<file path="src/rtl/limb_pkg.sv">
// rtl/limb_pkg.sv - shared constants and state type for the load/store unit
package limb_pkg;

  localparam logic [1:0] TRANS_IDLE = 2'b00;
  localparam logic [1:0] TRANS_NSEQ = 2'b10;
  localparam logic [1:0] PROT_DATA  = 2'b01;

  typedef enum logic [2:0] {
    IDLE  = 3'd0,
    RADDR = 3'd1,
    RRESP = 3'd2,
    WADDR = 3'd3,
    WRESP = 3'd4,
    DONE  = 3'd5
  } lsu_state_t;

endpackage

</file>
<file path="src/rtl/load_store_unit_if.sv">
// rtl/load_store_unit_if.sv - data-side memory bus between the load/store unit and memory
interface load_store_unit_if #(
  parameter int ADDR_W = 32
);
  logic [ADDR_W-1:0] addr;
  logic [ADDR_W-1:0] wdata;
  logic [ADDR_W-1:0] rdata;
  logic              abort;
  logic              write;
  logic              size;
  logic [1:0]        prot;
  logic [1:0]        trans;

  modport master (
    output addr, wdata, write, size, prot, trans,
    input  rdata, abort
  );

  modport slave (
    input  addr, wdata, write, size, prot, trans,
    output rdata, abort
  );
endinterface

</file>
<file path="src/rtl/byte_lane_unit.sv">
// rtl/byte_lane_unit.sv - load lane extract/rotate and store byte-lane merge
module byte_lane_unit #(
  parameter int W = 32
) (
  input  logic [1:0]   lane,
  input  logic         is_byte,
  input  logic [W-1:0] rdata,
  input  logic [7:0]   sbyte,
  output logic [W-1:0] load_data,
  output logic [W-1:0] merged
);

  logic [W-1:0] rot;

  // Rotating right by the lane puts the addressed byte in bits 7:0 for both LDR and LDRB.
  always_comb begin
    rot = rdata;
    case (lane)
      2'd1:    rot = {rdata[7:0],  rdata[W-1:8]};
      2'd2:    rot = {rdata[15:0], rdata[W-1:16]};
      2'd3:    rot = {rdata[23:0], rdata[W-1:24]};
      default: rot = rdata;
    endcase
  end

  assign load_data = is_byte ? {{(W-8){1'b0}}, rot[7:0]} : rot;

  always_comb begin
    merged = rdata;
    merged[{lane, 3'b000} +: 8] = sbyte;
  end

endmodule

</file>
<file path="src/rtl/load_store_unit.sv">
// rtl/load_store_unit.sv - single LDR/STR/LDRB/STRB transfer engine with base writeback
module load_store_unit
  import limb_pkg::*;
#(
  parameter int                ADDR_W   = 32,
  parameter logic [ADDR_W-1:0] RESET_PC = '0
) (
  input  logic              clk,
  input  logic              n_reset,
  input  logic              req_valid,
  output logic              req_ready,
  input  logic              req_load,
  input  logic              req_byte,
  input  logic              req_pre,
  input  logic              req_up,
  input  logic              req_wback,
  input  logic [ADDR_W-1:0] req_base,
  input  logic [ADDR_W-1:0] req_offset,
  input  logic [ADDR_W-1:0] req_sdata,
  input  logic [3:0]        req_rd,
  input  logic [3:0]        req_rn,
  load_store_unit_if.master mem,
  output logic              wb_valid,
  output logic [3:0]        wb_rd,
  output logic [ADDR_W-1:0] wb_data,
  output logic              wb_base_valid,
  output logic [3:0]        wb_rn,
  output logic [ADDR_W-1:0] wb_base,
  output logic              xfer_abort
);

  lsu_state_t state, state_nx;

  logic              load_q, byte_q, pre_q, wback_q, abort_q;
  logic [3:0]        rd_q, rn_q;
  logic [ADDR_W-1:0] sdata_q, eff_q, off_q, rdata_q;
  logic [ADDR_W-1:0] off_addr, eff_addr;
  logic [ADDR_W-1:0] load_data, merged;
  logic              accept;

  assign accept   = (state == IDLE) && req_valid;
  assign off_addr = req_up ? req_base + req_offset : req_base - req_offset;
  assign eff_addr = req_pre ? off_addr : req_base;

  byte_lane_unit #(.W(ADDR_W)) u_lane (
    .lane      (eff_q[1:0]),
    .is_byte   (byte_q),
    .rdata     (rdata_q),
    .sbyte     (sdata_q[7:0]),
    .load_data (load_data),
    .merged    (merged)
  );

  always_ff @(posedge clk or negedge n_reset) begin
    if (!n_reset) state <= IDLE;
    else          state <= state_nx;
  end

  always_comb begin
    state_nx = state;
    case (state)
      IDLE:    if (req_valid) state_nx = (req_load || req_byte) ? RADDR : WADDR;
      RADDR:   state_nx = RRESP;
      RRESP:   state_nx = (mem.abort || load_q) ? DONE : WADDR;
      WADDR:   state_nx = WRESP;
      WRESP:   state_nx = DONE;
      DONE:    state_nx = IDLE;
      default: state_nx = IDLE;
    endcase
  end

  always_ff @(posedge clk or negedge n_reset) begin
    if (!n_reset) begin
      load_q  <= 1'b0;
      byte_q  <= 1'b0;
      pre_q   <= 1'b0;
      wback_q <= 1'b0;
      abort_q <= 1'b0;
      rd_q    <= '0;
      rn_q    <= '0;
      sdata_q <= '0;
      eff_q   <= RESET_PC;
      off_q   <= '0;
      rdata_q <= '0;
    end else begin
      if (accept) begin
        load_q  <= req_load;
        byte_q  <= req_byte;
        pre_q   <= req_pre;
        wback_q <= req_wback;
        abort_q <= 1'b0;
        rd_q    <= req_rd;
        rn_q    <= req_rn;
        sdata_q <= req_sdata;
        eff_q   <= eff_addr;
        off_q   <= off_addr;
      end
      if (state == RRESP) begin
        if (mem.abort) abort_q <= 1'b1;
        else           rdata_q <= mem.rdata;
      end
      if (state == WRESP && mem.abort) abort_q <= 1'b1;
    end
  end

  always_comb begin
    req_ready     = (state == IDLE);
    mem.addr      = {2'b00, eff_q[ADDR_W-1:2]};
    mem.size      = 1'b1;
    mem.prot      = PROT_DATA;
    mem.trans     = (state == RADDR || state == WADDR) ? TRANS_NSEQ : TRANS_IDLE;
    mem.write     = (state == WADDR);
    mem.wdata     = '0;
    if (state == WADDR) mem.wdata = byte_q ? merged : sdata_q;
    wb_valid      = (state == DONE) && load_q && !abort_q;
    // A load into its own base register keeps the loaded value, not the updated base.
    wb_base_valid = (state == DONE) && !abort_q && (!pre_q || wback_q)
                    && !(load_q && (rd_q == rn_q));
    xfer_abort    = (state == DONE) && abort_q;
    wb_rd         = rd_q;
    wb_rn         = rn_q;
    wb_data       = wb_valid ? load_data : '0;
    wb_base       = wb_base_valid ? off_q : '0;
  end

endmodule

</file>
<file path="src/flat_wrapper.sv">
// flat-port wrapper written by rule: the top's interface ports become plain ports
module load_store_unit_flat import limb_pkg::*;
#(
  parameter int                ADDR_W   = 32,
  parameter logic [ADDR_W-1:0] RESET_PC = '0
)
  (clk, n_reset, req_valid, req_ready, req_load, req_byte, req_pre, req_up, req_wback, req_base, req_offset, req_sdata, req_rd, req_rn, wb_valid, wb_rd, wb_data, wb_base_valid, wb_rn, wb_base, xfer_abort, mem_addr, mem_wdata, mem_write, mem_size, mem_prot, mem_trans, mem_rdata, mem_abort);
  load_store_unit_if #(.ADDR_W(ADDR_W)) mem_i ();
  input  logic clk;
  input  logic n_reset;
  input  logic req_valid;
  output logic req_ready;
  input  logic req_load;
  input  logic req_byte;
  input  logic req_pre;
  input  logic req_up;
  input  logic req_wback;
  input  logic [ADDR_W-1:0] req_base;
  input  logic [ADDR_W-1:0] req_offset;
  input  logic [ADDR_W-1:0] req_sdata;
  input  logic [3:0] req_rd;
  input  logic [3:0] req_rn;
  output logic wb_valid;
  output logic [3:0] wb_rd;
  output logic [ADDR_W-1:0] wb_data;
  output logic wb_base_valid;
  output logic [3:0] wb_rn;
  output logic [ADDR_W-1:0] wb_base;
  output logic xfer_abort;
  output wire logic [$bits(mem_i.addr)-1:0] mem_addr;
  output wire logic [$bits(mem_i.wdata)-1:0] mem_wdata;
  output wire logic [$bits(mem_i.write)-1:0] mem_write;
  output wire logic [$bits(mem_i.size)-1:0] mem_size;
  output wire logic [$bits(mem_i.prot)-1:0] mem_prot;
  output wire logic [$bits(mem_i.trans)-1:0] mem_trans;
  input wire logic [$bits(mem_i.rdata)-1:0] mem_rdata;
  input wire logic [$bits(mem_i.abort)-1:0] mem_abort;
  assign mem_addr = mem_i.addr;
  assign mem_wdata = mem_i.wdata;
  assign mem_write = mem_i.write;
  assign mem_size = mem_i.size;
  assign mem_prot = mem_i.prot;
  assign mem_trans = mem_i.trans;
  assign mem_i.rdata = mem_rdata;
  assign mem_i.abort = mem_abort;
  load_store_unit #(.ADDR_W(ADDR_W), .RESET_PC(RESET_PC)) u_core (.clk(clk), .n_reset(n_reset), .req_valid(req_valid), .req_ready(req_ready), .req_load(req_load), .req_byte(req_byte), .req_pre(req_pre), .req_up(req_up), .req_wback(req_wback), .req_base(req_base), .req_offset(req_offset), .req_sdata(req_sdata), .req_rd(req_rd), .req_rn(req_rn), .mem(mem_i), .wb_valid(wb_valid), .wb_rd(wb_rd), .wb_data(wb_data), .wb_base_valid(wb_base_valid), .wb_rn(wb_rn), .wb_base(wb_base), .xfer_abort(xfer_abort));
endmodule
</file>
<file path="config.mk">
export PLATFORM = sky130hd
export DESIGN_NAME = load_store_unit_flat
export DESIGN_NICKNAME = d
export VERILOG_FILES = /design/src/rtl/limb_pkg.sv /design/src/rtl/load_store_unit_if.sv /design/src/rtl/byte_lane_unit.sv /design/src/rtl/load_store_unit.sv /design/src/flat_wrapper.sv
export SDC_FILE = /design/constraint.sdc
export NUM_CORES = 1
export LEC_CHECK = 0
export BUFFER_PORTS_ARGS = -buffer_cell sky130_fd_sc_hd__buf_2
export CORE_MARGIN = 5
export CORE_UTILIZATION = 42
export DETAILED_ROUTE_END_ITERATION = 16
export GPL_TIMING_DRIVEN = 1
export PLACE_DENSITY = 0.71
export SLEW_MARGIN = 10
export SYNTH_ARGS = -nofsm -noshare
export SYNTH_HDL_FRONTEND = slang
export SYNTH_SLANG_ARGS = --single-unit
export TNS_END_PERCENT = 1
</file>
<file path="constraint.sdc">
create_clock -name clk -period 2.7 [get_ports clk]
set_input_delay 0.135 -clock clk [delete_from_list [all_inputs] [get_ports clk]]
set_output_delay 0.135 -clock clk [all_outputs]
set_load 0.02 [all_outputs]
</file>
# Yosys cells after proc, flatten, opt, wreduce, memory -nomap -nowiden
# Index checks and enable logic that the tools add are counted.
# W data, S select, Z words.
[op_classes]
add_sub_neg = 3
n_eq_ne = 10
n_shift = 2
mux = 18
n_bitwise = 1
n_reduce_logical = 18
[ops]
columns = ["operator", "n"]
rows = [
  ["$mux W32", 7],
  ["$pmux W32 S3", 1],
  ["$add A32 B32 Y32", 1],
  ["$bwmux W32", 1],
  ["$shift A8 B7 Y32 const A", 1],
  ["$shiftx A8 B7 Y32", 1],
  ["$sub A32 B32 Y32", 1],
  ["$pmux W3 S5", 1],
  ["$logic_and A1 B1 Y1", 9],
  ["$neg A5 Y7", 1],
  ["$eq A3 B2 Y1 const B", 2],
  ["$eq A3 B3 Y1 const B", 2],
  ["$mux W3", 2],
  ["$eq A2 B2 Y1 const B", 2],
  ["$eq A4 B4 Y1", 1],
  ["$logic_or A1 B1 Y1", 4],
  ["$mux W1", 4],
  ["$mux W2", 2],
  ["$eq A3 B1 Y1 const B", 1],
  ["$logic_not A1 Y1", 3],
  ["$logic_not A3 Y1", 1],
  ["$eq A2 B1 Y1 const B", 1],
  ["$ne A2 B2 Y1 const B", 1],
  ["$reduce_and A2 Y1", 1],
  ["$not A1 Y1", 1],
]
[word_totals]
reg_bits = 144
out_inout_bits = 146
elab_cells = 64

# Logic depth before layout (Yosys ltp)
[logic_depth]
ltp_word = 6
depth_mapped = 17

# Hierarchy
# From an unflattened synthesis, not the netlist that was laid out.
[unflattened]
hier_cells = 1293
hier_area_um2 = 10829.1
[modules_own_cells]
columns = ["module", "instances", "cells_per_inst", "area_per_inst_um2", "seq_area_each_um2"]
rows = [
  ["load_store_unit", 1, 1093, 9331.4, 3603.5],
  ["byte_lane_unit", 1, 200, 1497.7, 0.0],
]

# Worst setup path after synthesis
# No wires, ideal clock.
[synth_path]
kind = "input port to flip-flop"
from = "input req_offset[11]"
to = "register u_core.eff_q[27]"
setup_ns = 0.064
arrival_time_ns = 3.603
required_ns = 2.636
setup_slack_ns = -0.968
path_stages = 16
n_path_buf = 0
path_cell_list = "or3_4 or3_1 or4_4 or2_1 nor2_2 a21oi_1 xor2_1 ha_1 nand2_1 o21ai_0 a21oi_1 o21a_1 o211a_1 or3_1 a311oi_1 a21o_1"
[synth_between]
elab_chain_len = 3
elab_cells_between_ends = 4
classes_between = "add/sub: 2; mux: 2"
[synth_lines]
columns = ["element", "line", "source"]
rows = [
  ["start, declared", "flat_wrapper.sv:19", "input logic [ADDR_W-1:0] req_offset;"],
  ["$sub A32 B32 Y32 or $add A32 B32 Y32 (tied branches)", "load_store_unit.sv:42", "assign off_addr = req_up ? req_base + req_offset : req_base - req_offset;"],
  ["$mux W32 (*)", "load_store_unit.sv:42", ""],
  ["$mux W32 (*)", "load_store_unit.sv:43", "assign eff_addr = req_pre ? off_addr : req_base;"],
  ["end signal, assigned", "load_store_unit.sv:95", "eff_q <= eff_addr;"],
  ["end, declared", "load_store_unit.sv:36", "logic [ADDR_W-1:0] sdata_q, eff_q, off_q, rdata_q;"],
]
# Mark *: on every way between the ends. The rest lies on a longest branch, timed or not.
# A chain may end at the register's enable or synchronous reset.

# Worst setup path after layout
# Ends and elaborated chain as after synthesis.

==> results.json <==
{
  "status": "complete, but fails checks",
  "violations": "negative setup slack",
  "finalHoldViolCount": 0,
  "multi_input_area_sq_um": 6367,
  "irDropWorstVdd_mv": 0.4214,
  "arrival_ns": 3.83,
  "fmax_mhz": 289.1,
  "via_per_inst": 5.350,
  "synth.area.mux_share_pct": 7.025,
  "setup_tns_ns": -14.51,
  "synth_fa_ha_area_share_pct": 5.495,
  "cts_tree": "done",
  "async_reset_ff_share_pct": 100.0,
  "drv_cap": 0,
  "hp-class": "input port to flip-flop",
  "initial_utilization_pct": 42.70,
  "gp_congestion": 0.9341,
  "endpoint_kind": "flip-flop",
  "synth-xor-area-share_pct": 5.217,
  "report.final.slew_viol_count": 0,
  "min_period_over_period_pct": 128.1,
  "insertion_delay_ns": 0.43,
  "clockBufferDepth": 2,
  "final_core_util_pct": 59.61,
  "first_pass_iters": 10,
  "startpoint_type": "input port",
  "port_buffers": 284,
  "hold_depth": 3,
  "p_per_area_nw_per_um2": 910.4,
  "clock_sinks": 144,
  "nNetsFinal": 1893,
  "die_h_microns": 167.2,
  "antenna_found_initial": 2,
  "crit_fanout": 4,
  "root_buffer": "clkbuf_16",
  "numCtsBuffers": 17,
  "final_cell_count_no_fill": 2040,
  "track_usage_pct": 24.94,
  "rsz0062_at_grt": "true",
  "dpl_cell_area_sq_um": 12900,
  "ys.warnings.count": 0,
  "grt_max_degree": 70,
  "vias": 10915,
  "r2r_setup_slack_ns": 0.78,
  "wl_per_cell_microns": 17.53,
  "drt.antenna.violating_nets": 0,
  "power.leakage_nw": 7.290,
  "clk_pin_slew_ns": 0.07,
  "synth_cells": 1279,
  "cp_cell_sequence": "buf_2 -> or3_4 -> or3_1 -> or4_4 -> or2_4 -> nor2_4 -> nor2_1 -> xor2_1 -> ha_1 -> nand2_1 -> nor2_4 -> a21oi_2 -> o21a_1 -> o211a_1 -> or3_1 -> a311oi_2 -> a21o_1",
  "num_rows": 57,
  "reg2reg_from": "u_core.state[0]",
  "die_w_microns": 167.2,
  "grt_overflow_total": 0,
  "ys_ff_latch": 144,
  "worst_pin_slew_ns": 0.6200,
  "io_pins": 291,
  "synth-simple-area-share_pct": 22.53,
  "register_area_sq_um": 3606,
  "syn_area_sq_um": 10380,
  "setup_viol": 31,
  "placed_cells": 1929,
  "core_sq_um": 24320,
  "ys_seq_area_share_pct": 34.70,
  "avgSynthCellArea_sq_um": 8.119,
  "layout-drive-gt1-share_pct": 33.74,
  "holdPathEnd": "u_core.abort_q",
  "slowest_stage": "or4_4",
  "worst-setup-path-type": "input port to flip-flop",
  "routed_wl_mm": 35.75,
  "drc": 0,
  "htreeDepth": 4,
  "clock_skew_ns": 0.01130,
  "nFillCells": 2126,
  "max_stage_delay_ns": 0.45,
  "power_mw": 13.20,
  "area_growth_pct": 39.61,
  "synth-main-ff-cell": "dfrtp_1",
  "required_ns": 3.07,
  "slew_headroom_pct": 58.58,
  "rr_endpoint": "u_core.eff_q[26]",
  "hold-worst-slack_ns": 0.02080,
  "final_area_sq_um": 14500,
  "grt_pass1_vias": 10784,
  "layout_commonest_cell": "buf_2",
  "hpwlAfterDp_mm": 26.24,
  "fin_ws_ns": -0.7590,
  "drtIter0Drc": 1330,
  "diodes": 0,
  "hp-start": "mem_abort",
  "post-place-ws_ns": -1.266,
  "finalCriticalPeriod_ns": 3.459,
  "synth_edf_count": 0,
  "yosysUniqueCellTypes": 61,
  "grt_pass1_wl_mm": 57.22,
  "worst-r2r-cell-count": 5,
  "synth_top_family_by_area": "simple AND/OR/NAND/NOR gates",
  "dieArea_sq_um": 27970,
  "synth_compound_area_share_pct": 18.33,
  "layout_common_cells": "buf_2 (282), nand2_1 (227), buf_4 (149), dfrtp_1 (142), nor2_1 (140)"
}
[flip-flops by register name (all words and copies together) (netlist names)]
register        count
u_core.wback_q      1
u_core.sdata_q     32
u_core.byte_q       1
u_core.rdata_q     32
u_core.load_q       1
u_core.abort_q      1
u_core.eff_q       32
u_core.pre_q        1
u_core.wb_rd        4
u_core.state        3
u_core.off_q       32
u_core.wb_rn        4
[timing repair]
item	CTS	global route
setup buffers	1	1
endpoints found under the hold margin	127	0
hold buffers	77	0
resized for setup	31	25
setup endpoints to repair	45	105
gates cloned	0	0
pin swaps	10	11
[report_power, final]
group          switching (mW)  internal, mW
Sequential               1.07          3.21
Clock                    1.03          1.40
Combinational            3.80          2.68
[cell usage after synthesis (2+ instances only)]
library cell  count  area share, %
dfrtp_1         144             35
o21bai_1          6           0.43
nor2_2            2           0.12
or4_4             2           0.22
o211ai_1          2           0.14
buf_1            16           0.58
o21a_1            2           0.14
conb_1            2          0.072
a22oi_1           8           0.58
o21ai_0          63            3.0
o31ai_1           2           0.14
a221o_1           2           0.19
nor2_1          143            5.2
a211o_1           2           0.17
nand3b_1          3           0.22
or3_1             9           0.54
nand2b_1          5           0.30
ha_1             44            5.3
clkbuf_1         59            2.1
nand3_1          15           0.72
inv_1            35            1.3
and2_1           35            2.1
nor3_1           12           0.58
nor2b_1          30            1.8
nand2_1         229            8.3
buf_4            36            2.6
a211oi_1         28            2.0
a31oi_1           6           0.36
nand4_1           5           0.30
a21boi_0          2           0.14
mux2_2           47            5.1
a21o_1           16            1.2
xnor2_1          23            1.9
nor3b_1          10           0.72
a222oi_1         32            3.1
o31a_1            2           0.17
nor4_1            8           0.48
a21oi_1         113            5.4
mux2i_1          20            1.9
xor2_1           37            3.1
or2_2             2           0.12
[kinds of logic after synthesis]
kind of cell,Yosys count
AOI/OAI and AO/OA,294
DFF,144
and+or+nand+nor,519
xor gates and xnor gates,61
adders and majority gates,45
other,2
buffers and inverters,147
muxes,67
[worst max-delay path by stage]
stage / start / end / cells after the start
after global placement: req_offset[11] / u_core.eff_q[31] / 17
after global routing: req_offset[11] / u_core.eff_q[31] / 17
after floorplan: req_offset[11] / u_core.eff_q[27] / 16
after detailed placement: req_offset[11] / u_core.eff_q[31] / 17
final: req_offset[11] / u_core.eff_q[27] / 17
after CTS: req_offset[11] / u_core.eff_q[27] / 17
[layer usage]
metal / track usage, % / share of wire [%] / up-vias / routed length (microns)
li1: - / - / 5249 / -
met4: 6.210 / 2.0 / 4 / 729
met5: 0 / 0.070 / - / 25
met1: 32.29 / 42 / 5113 / 15060
met2: 42.83 / 48 / 486 / 17280
met3: 5.233 / 7.4 / 63 / 2651
[worst max-delay path: cells and delay by family]
family,cells,cell delay [ns]
AND/OR/NAND/NOR,9,2.20
AO/OA/AOI/OAI,5,0.84
adder cells (fa/ha/maj),1,0.34
XOR/XNOR,1,0.19
buffers and inverters,1,0.11
[cell type report]
type | instances | area share, %
sequential | 144 | 24.87
clock buffer | 18 | 3.030
tap | 324 | 2.796
inverter | 35 | 0.9063
clock inverter | 14 | 1.070
timing repair buffer | 513 | 23.40
multi-input combinational | 992 | 43.92
Note: power is estimated with default switching activity, not from simulation.
